### config.mk
export PLATFORM = sky130hd
export DESIGN_NAME = nibble_serial_adder
export DESIGN_NICKNAME = d
export VERILOG_FILES = /design/src/rtl/nibble_serial_adder.sv
export SDC_FILE = /design/constraint.sdc
export NUM_CORES = 1
export LEC_CHECK = 0
export ABC_AREA = 1
export CORE_AREA = 2 2 102 104
export CTS_CLUSTER_DIAMETER = 80
export DETAILED_ROUTE_END_ITERATION = 10
export DIE_AREA = 0 0 104 106
export GPL_ROUTABILITY_DRIVEN = 0
export SLEW_MARGIN = 10
export SYNTH_ARGS = -nofsm -noshare
export SYNTH_HDL_FRONTEND = slang
export SYNTH_SLANG_ARGS = --single-unit
### constraint.sdc
create_clock -name clk -period 2.1 [get_ports clk]
set_clock_uncertainty 0.2 [all_clocks]
set_input_delay 0.315 -clock clk [delete_from_list [all_inputs] [get_ports clk]]
set_output_delay 0.315 -clock clk [all_outputs]
set_load 0.02 [all_outputs]
### src/rtl/nibble_serial_adder.sv
`default_nettype none
// ============================================================================
//  Module   : nibble_serial_adder (with nibble_cla4)
//  Purpose  : WIDTH-bit adder that walks one nibble per cycle through a 4-bit
//             carry-lookahead adder, with valid/ready handshakes on both sides.
//  Revision : 1.0  initial release
// ============================================================================

module nibble_cla4 (
    input  logic [3:0] a_i,
    input  logic [3:0] b_i,
    input  logic       c_i,
    output logic [3:0] s_o,
    output logic       c_o
);

    logic [3:0] w_g;
    logic [3:0] w_p;
    logic [4:0] w_c;

    assign w_g = a_i & b_i;
    assign w_p = a_i ^ b_i;

    // Every carry is a flat sum of products: no ripple inside the nibble.
    assign w_c[0] = c_i;
    assign w_c[1] = w_g[0]
                  | (w_p[0] & w_c[0]);
    assign w_c[2] = w_g[1]
                  | (w_p[1] & w_g[0])
                  | (w_p[1] & w_p[0] & w_c[0]);
    assign w_c[3] = w_g[2]
                  | (w_p[2] & w_g[1])
                  | (w_p[2] & w_p[1] & w_g[0])
                  | (w_p[2] & w_p[1] & w_p[0] & w_c[0]);
    assign w_c[4] = w_g[3]
                  | (w_p[3] & w_g[2])
                  | (w_p[3] & w_p[2] & w_g[1])
                  | (w_p[3] & w_p[2] & w_p[1] & w_g[0])
                  | (w_p[3] & w_p[2] & w_p[1] & w_p[0] & w_c[0]);

    assign s_o = w_p ^ w_c[3:0];
    assign c_o = w_c[4];

endmodule

module nibble_serial_adder #(
    parameter int WIDTH = 16
) (
    input  logic             clk,
    input  logic             rst,
    input  logic             in_valid,
    output logic             in_ready,
    input  logic [WIDTH-1:0] a,
    input  logic [WIDTH-1:0] b,
    input  logic             cin,
    output logic             out_valid,
    input  logic             out_ready,
    output logic [WIDTH-1:0] sum,
    output logic             cout,
    output logic             ovf,
    output logic             busy
);

    localparam int N     = WIDTH / 4;
    localparam int IDX_W = (N > 1) ? $clog2(N) : 1;
    localparam logic [IDX_W-1:0] LAST_IDX = IDX_W'(N - 1);

    typedef enum logic [1:0] {
        S_IDLE = 2'd0,
        S_RUN  = 2'd1,
        S_DONE = 2'd2
    } state_t;

    state_t           state_q;
    logic [WIDTH-1:0] a_q;
    logic [WIDTH-1:0] b_q;
    logic             carry_q;
    logic [IDX_W-1:0] idx_q;
    logic [WIDTH-1:0] sum_q;
    logic             cout_q;
    logic             ovf_q;
    logic             out_valid_q;
    logic             in_ready_q;
    logic             busy_q;

    logic [IDX_W+1:0] w_base;
    logic [3:0]       w_nib_a;
    logic [3:0]       w_nib_b;
    logic [3:0]       w_nib_sum;
    logic             w_nib_cout;

    assign w_base  = {idx_q, 2'b00};
    assign w_nib_a = a_q[w_base +: 4];
    assign w_nib_b = b_q[w_base +: 4];

    nibble_cla4 u_cla (
        .a_i (w_nib_a),
        .b_i (w_nib_b),
        .c_i (carry_q),
        .s_o (w_nib_sum),
        .c_o (w_nib_cout)
    );

    always_ff @(posedge clk) begin
        if (rst) begin
            state_q     <= S_IDLE;
            a_q         <= '0;
            b_q         <= '0;
            carry_q     <= 1'b0;
            idx_q       <= '0;
            sum_q       <= '0;
            cout_q      <= 1'b0;
            ovf_q       <= 1'b0;
            out_valid_q <= 1'b0;
            in_ready_q  <= 1'b1;
            busy_q      <= 1'b0;
        end else begin
            case (state_q)
                S_IDLE: begin
                    if (in_valid) begin
                        a_q        <= a;
                        b_q        <= b;
                        carry_q    <= cin;
                        idx_q      <= '0;
                        state_q    <= S_RUN;
                        in_ready_q <= 1'b0;
                        busy_q     <= 1'b1;
                    end
                end
                S_RUN: begin
                    sum_q[w_base +: 4] <= w_nib_sum;
                    carry_q            <= w_nib_cout;
                    if (idx_q == LAST_IDX) begin
                        // Overflow: like-signed operands producing an opposite-signed result.
                        cout_q      <= w_nib_cout;
                        ovf_q       <= (a_q[WIDTH-1] == b_q[WIDTH-1])
                                    && (w_nib_sum[3] != a_q[WIDTH-1]);
                        state_q     <= S_DONE;
                        out_valid_q <= 1'b1;
                    end else begin
                        idx_q <= idx_q + 1'b1;
                    end
                end
                S_DONE: begin
                    if (out_ready) begin
                        state_q     <= S_IDLE;
                        out_valid_q <= 1'b0;
                        in_ready_q  <= 1'b1;
                        busy_q      <= 1'b0;
                    end
                end
                default: begin
                    state_q     <= S_IDLE;
                    out_valid_q <= 1'b0;
                    in_ready_q  <= 1'b1;
                    busy_q      <= 1'b0;
                end
            endcase
        end
    end

    assign in_ready  = in_ready_q;
    assign out_valid = out_valid_q;
    assign busy      = busy_q;
    assign sum       = sum_q;
    assign cout      = cout_q;
    assign ovf       = ovf_q;

endmodule

`default_nettype wire
* Word-level counts from Yosys, hierarchy flattened *
Index checks and enable logic that the tools add are counted.

word-level totals
  output and inout bits = 21
  bits of input ports = 37
  flip-flop bits (word level) = 58

cells by class
  equal/unequal tests = 9
  shift-type cells = 4
  bitwise operators = 31
  $add $sub $neg = 2
  muxes and demuxes = 18
  reductions and logical operators = 10

operators with widths
  cell                                                                    number
  16-bit by 5-bit variable part select with 4-bit output                  2
  1-bit bitwise AND                                                       16
  16-bit bitwise mux                                                      1
  4-bit by 6-bit variable shift with 16-bit output, first input constant  1
  4-bit by 6-bit variable part select with 16-bit output                  1
  3-bit AND reduction                                                     4
  2-bit two-way mux                                                       5
  1-bit OR                                                                10
  1-bit case mux with 3 select lines                                      3
  2-bit != test, second input constant                                    4
  4-bit bitwise XOR                                                       2
  1-bit two-way mux                                                       6
  4-bit negation with 6-bit output                                        1
  2-bit case mux with 3 select lines                                      1
  2-bit AND reduction                                                     3
  4-bit bitwise AND                                                       1
  2-bit == test, second input constant                                    2
  2-bit case mux with 2 select lines                                      1
  2-bit by 1-bit adder with 2-bit output, second input constant           1
  2-bit by 1-bit == test with 1-bit output, second input constant         1
  2-bit zero test                                                         1
  1-bit inverter                                                          2
  1-bit case mux with 2 select lines                                      1
  2-bit nonzero test                                                      1
  other kinds (3)                                                         3

* Longest topological paths before layout *
  depth after elaboration = 9
  depth in mapped cells = 15
  depth with buffers taken out = 14

* Modules after synthesis *
Synthesis repeated with hierarchy kept, for this count alone.

unflattened totals
  cells, all modules = 371
  area total of the unflattened synthesis = 2646.3 um2

modules (own cells, without submodules)
  module               cells each  seq. area each (um2)  times used  area an instance (um2)
  nibble_serial_adder  340         1161.1                1           2457.4
  nibble_cla4          31          0.0                   1           188.9

* Least setup slack after synthesis *
Ideal clock, no wire load.

  path kind = register to register
  start point = reg idx_q[0]
  end point = reg ovf_q, in the netlist ovf
  slack = -231 ps
  data arrival time = 2022 ps
  library setup time = 109 ps
  period minus slack after synthesis = 2331 ps
  required time = 1791 ps
  stages on the path, launching flop included = 16
  path through = dfxtp_1 -> inv_1 -> clkbuf_1 -> nor2_1 -> o22ai_1 -> ha_1 -> nand2_1 -> nand2_1 -> nand2_1 -> nand2_1 -> nand2_1 -> nand2_1 -> nand2_1 -> nand3_1 -> nand2_1 -> inv_1

on the way
  word-level cells in the longest chain between the ends = 9
  elaborated cells between the ends (all ways) = 17
  those cells by class = eq/ne (2); shift (2); bitwise (11); reduce/logical (2)

ends and longest elaborated chain
  element                                                                    RTL line    source
  start: declaration                                                         78          logic [IDX_W-1:0] idx_q;
  start signal: assignment                                                   141         idx_q <= idx_q + 1'b1;
  16-bit by 5-bit variable part select with 4-bit output (on tied branches)  93, 94
  4-bit bitwise XOR or 4-bit bitwise AND (tied branches)                     22, 21
  1-bit bitwise AND (on tied branches)                                       32, 33, 34
  1-bit OR, or another cell as far along                                     32          | (w_p[2] & w_g[1])
  1-bit OR or 1-bit bitwise AND (tied branches)                              33, 34
  1-bit OR                                                                   34          | (w_p[2] & w_p[1] & w_p[0] & w_c[0]);
  4-bit bitwise XOR                                                          41          assign s_o = w_p ^ w_c[3:0];
  1-bit != test                                                              137         && (w_nib_sum[3] != a_q[WIDTH-1]);
  1-bit logical AND                                                          137
  end signal: assignment                                                     136         ovf_q <= (a_q[WIDTH-1] == b_q[WIDTH-1])
  end: declaration                                                           81          logic ovf_q;

Parallel ways exist; a longest one is shown, timed or not.
A chain may end at the register's enable or synchronous reset.

* Worst setup path after layout *
  start point = reg idx_q[0]
  end point = reg sum_q[13], in the netlist sum[13]

on the way
  word-level cells in the longest chain between the ends = 9
  elaborated cells between the ends (all ways) = 24
  those cells by class = add/sub (1); shift (4); mux (1); bitwise (18)

ends and longest elaborated chain
  element                                                                    RTL line    source
  16-bit by 5-bit variable part select with 4-bit output (on tied branches)  93, 94
  4-bit bitwise XOR or 4-bit bitwise AND (tied branches)                     22, 21
  1-bit bitwise AND (on tied branches)                                       32, 33, 34
  1-bit OR, or another cell as far along                                     32
  1-bit OR or 1-bit bitwise AND (tied branches)                              33, 34
  1-bit OR                                                                   34
  4-bit bitwise XOR                                                          41
  4-bit by 6-bit variable part select with 16-bit output                     131         sum_q[w_base +: 4] <= w_nib_sum;
  16-bit bitwise mux *                                                       131
  end signal: indexed assignment                                             131
  end: declaration                                                           79          logic [WIDTH-1:0] sum_q;

Every way passes the cells marked *; elsewhere a longest branch is shown, timed or not.

==> key figures <==
Outcome
  • Outcome: complete, but fails checks
  • Failing checks: setup timing

Worst setup path
  • Critical Path Sink Type: flop
  • Slowest-stage cell, CP: dfxtp_4
  • CP startpoint: idx_q[0]$_SDFFE_PP0P_
  • WS Path Type: flop to flop
  • Critical Path RT: 2.18 ns
  • Critical Path AT: approximately 2.3 ns
  • Worst setup SP type: flop
  • CP most frequent cell: nor2_1
  • Crit-path max FO: 8
  • Worst path max stage delay: around 0.38 ns
  • FF-to-FF Start: idx_q[0]$_SDFFE_PP0P_
  • Critical path cell sequence: clkinvlp_4 -> nor2_1 -> o22ai_2 -> ha_2 -> buf_4 -> xor2_4 -> nand2_1 -> nor2_2 -> a22oi_1 -> nor2_1

Synth
  • Library cells used by synthesis: 28
  • Post-synth ARST share: 0
  • Post-synthesis compound-gate area fraction: 0.1817
  • Synth warn: 0
  • Syn_area_per_cell: 7.376 sq um
  • Largest family of logic cells by synthesized area: simple AND/OR/NAND/NOR gates
  • Seq/Total Area, Yosys: 0.4472
  • Ranking of synthesized cells by area: dfxtp_1 (45%), nor2_1 (14%), o21ai_0 (9.8%)
  • Synth top cells by count: nor2_1 (96), dfxtp_1 (58), o21ai_0 (51)
  • Largest area contributor in the netlist: dfxtp_1
  • Most numerous cell in the Yosys netlist: nor2_1
  • Gate Count Post-Synth: approximately 350
  • Number of flops mapped to enable cells by yosys: 0
  • Ys flop type: dfxtp_1
  • Synthesized flop and latch total: between 50 and 60
  • Mapped Area: roughly 0.0026 sq mm
  • Synth top area share: 0.4472
  • Syn nets: 401
  • Mux share of post-synthesis cell area: 0
  • Adder-cell share of the synthesized area: 0.06072
  • XOR/XNOR Fraction of Synth Area: 0.003373
  • Simple-gate share of the synthesized area: 0.2535

Timing
  • Final Critical Period: about 2.2 ns
  • Final period util: 1.040
  • Slew @ Worst Pin: between 0.3 and 0.4 ns
  • Final Hold Viols: 0
  • Final hold slack: around 0.27 ns
  • Slew margin rel.: 0.7852
  • Final setup violation count: 14
  • Slack of the critical path: -0.08338 ns
  • RSZ-0062 raised after global routing: yes
  • Max Slew Vio Count: 0
  • Max Freq: roughly 460 MHz

Clock network
  • H-tree depth: 3
  • CTS buffer count: 9
  • Hold-fix buffers, CTS: 0
  • CTS tree: built
  • CTS Buffer Depth: 2
  • Clock tree sinks: 58
  • Clk slew on worst S/H paths: ~0.060 ns
  • Root Buffer: clkbuf_8
  • Clock latency on the worst-skew pair: 0.34 ns

Power and ir drop
  • Pwr dens: about 810 mW/mm^2
  • Leakage: around 0.0015 uW
  • Clock power frac: 0.340
  • Tot Pwr: slightly above 3000 uW
  • Switching power: roughly 900 uW
  • Sequential Power Share: 0.402
  • Int Power: around 2100 uW
  • Comb power frac: 0.259
  • Switching Share: 0.2981
  • Worst VDD drop: roughly 0.32 mV

Placed design
  • Dpl cell area: between 0.003 and 0.004 sq mm
  • Placed insts: approximately 550
  • Port buffer count: 57
  • DPL Wire Length: a little over 5000 um

Routing
  • Drt drc: 0
  • DR WL/cell: 12.04 um
  • Vias per cell: 4.440
  • DRT antenna net count: 0
  • First drt pass iteration count: 4
  • Via count: 2504
  • Initial DRC count: 62
  • Final wirelength: between 6000 and 7000 um

Floorplan
  • Die Area: 0.01102 sq mm
  • Placeable Area: between 0.009 and 0.01 sq mm
  • Ports: between 50 and 60
  • Starting Density: 0.2596
  • Die Y: roughly 110 um
  • Num rows: 37
  • Die Wd: ~100 um

Final layout
  • Layout cells sized above 1: 0.1612
  • Fillers: ~1100
  • Layout overhead on the synthesized area: 44.39%
  • Non-filler cells in the finished layout: ~560
  • Layout Nets: 472
  • Diode count: 0
  • Final Cell Area: about 0.0037 sq mm

GRT
  • Total GRT Usage: 0.1266
  • Largest net degree at the start of global routing: 34
  • Initial antenna violation count: 0
  • Gr ovfl total: 0
  • Vias in the first global route: about 2400
  • First-pass GRT wire length: about 11000 um

Flow run
  • Max-Cap Viols: 0

Worst hold path
  • HP Class: flop to flop
  • Hold Startpoint: sum[10]$_SDFFE_PP0P_
==> area by class of cell <==
| cell class | instances | area [sq um] | share of cell area |
|---|---|---|---|
| multi-input combinational | 259 | 1421 | 0.3792 |
| sequential | 58 | 1166 | 0.3111 |
| timing repair buffer | 75 | 709.4 | 0.1893 |
| tap | 136 | 170.2 | 0.04539 |
| clock buffer | 14 | 162.7 | 0.04339 |
| inverter | 19 | 76.32 | 0.02036 |
| clock inverter | 2 | 35.03 | 0.009346 |
| timing repair inverter | 1 | 7.507 | 0.002003 |
==> metal layers <==
layer | global-route usage | vias up | routed length (um)
li1 | - | 1301 | -
met1 | 0.1435 | 1146 | 3073
met2 | 0.2213 | 47 | 3342
met3 | 0.03679 | 10 | 259
met4 | 0.05598 | 0 | 112
met5 | 0 | - | 0
==> critical path: cells and delay by family (launching register included) <==
family	cells	cell delay, ns
AND/OR/NAND/NOR	4	0.46
XOR/XNOR	1	0.18
flip-flops	1	0.38
buffers and inverters	2	0.35
AO/OA/AOI/OAI	2	0.18
adder cells (fa/ha/maj)	1	0.36
==> through the flow <==
step | worst slack [ns] | utilization | TNS [ns]
3_5_place_dp | -0.1405 | 0.3405 | -0.9627
5_1_grt | -0.2025 | 0.3749 | -2.803
3_3_place_gp | -0.04673 | 0.3405 | -0.1592
6_report | -0.08338 | 0.3749 | -0.6114
2_1_floorplan | -0.007834 | - | -0.007834
4_1_cts | -0.04572 | 0.3640 | -0.2560
==> cells in the final DEF (no fill, tap or decap), types with 3 or more instances in the layout <==
cell              n
a21oi_1          16
buf_4            17
clkbuf_1          3
clkbuf_8         11
clkdlybuf4s50_1  57
dfxtp_1          56
ha_1              9
inv_1            16
nand2_1          37
nand2_2           7
nand3_1           6
nand4_1           5
nor2_1           94
o21ai_0          42
o21ai_1           3
o21ai_2           6
o22ai_1           5
o22ai_2           3
==> worst paths after layout <==
| kind | depth (start not counted) | endpoint | slack [ns] |
|---|---|---|---|
| setup / recovery | 10 | sum[13]$_SDFFE_PP0P_ | -0.08 |
| setup reg to reg | 10 | sum[13]$_SDFFE_PP0P_ | -0.08 |
| hold / removal | 2 | sum[10]$_SDFFE_PP0P_ | 0.27 |
| hold reg to reg | 2 | sum[10]$_SDFFE_PP0P_ | 0.27 |
==> logic make-up (layout without fill, tap and decap cells) <==
family                   count (synthesis)  count (layout)
AO/OA/AOI/OAI                           87              87
XOR/XNOR                                 1               1
adder cells (fa/ha/maj)                 12              12
buffers and inverters                   35             111
flip-flops                              58              58
AND/OR/NAND/NOR                        159             159
==> power groups by stage <==
stage / clock network [uW] / logic (uW) / registers (uW)
finish: 1040 / 790 / 1230
global placement: 0 / 659 / 1240
floorplan: 0 / 400 / 1250
CTS: 1070 / 702 / 1230
global route: 1120 / 879 / 1230
detailed placement: 0 / 671 / 1250
==> what timing repair did <==
action                     in CTS  in global routing
setup endpoints to repair      14                 17
pin swaps                       2                 14
gates resized for setup        17                 26
buffers inserted                0                  2
cloned                          1                  0
==> flip-flops by register name, indices dropped and copies added (netlist names), 2 cells and up <==
name and count:
sum 16, a_q 16, idx_q 2, b_q 16, state_q 2
(Power assumes the default switching activity.)
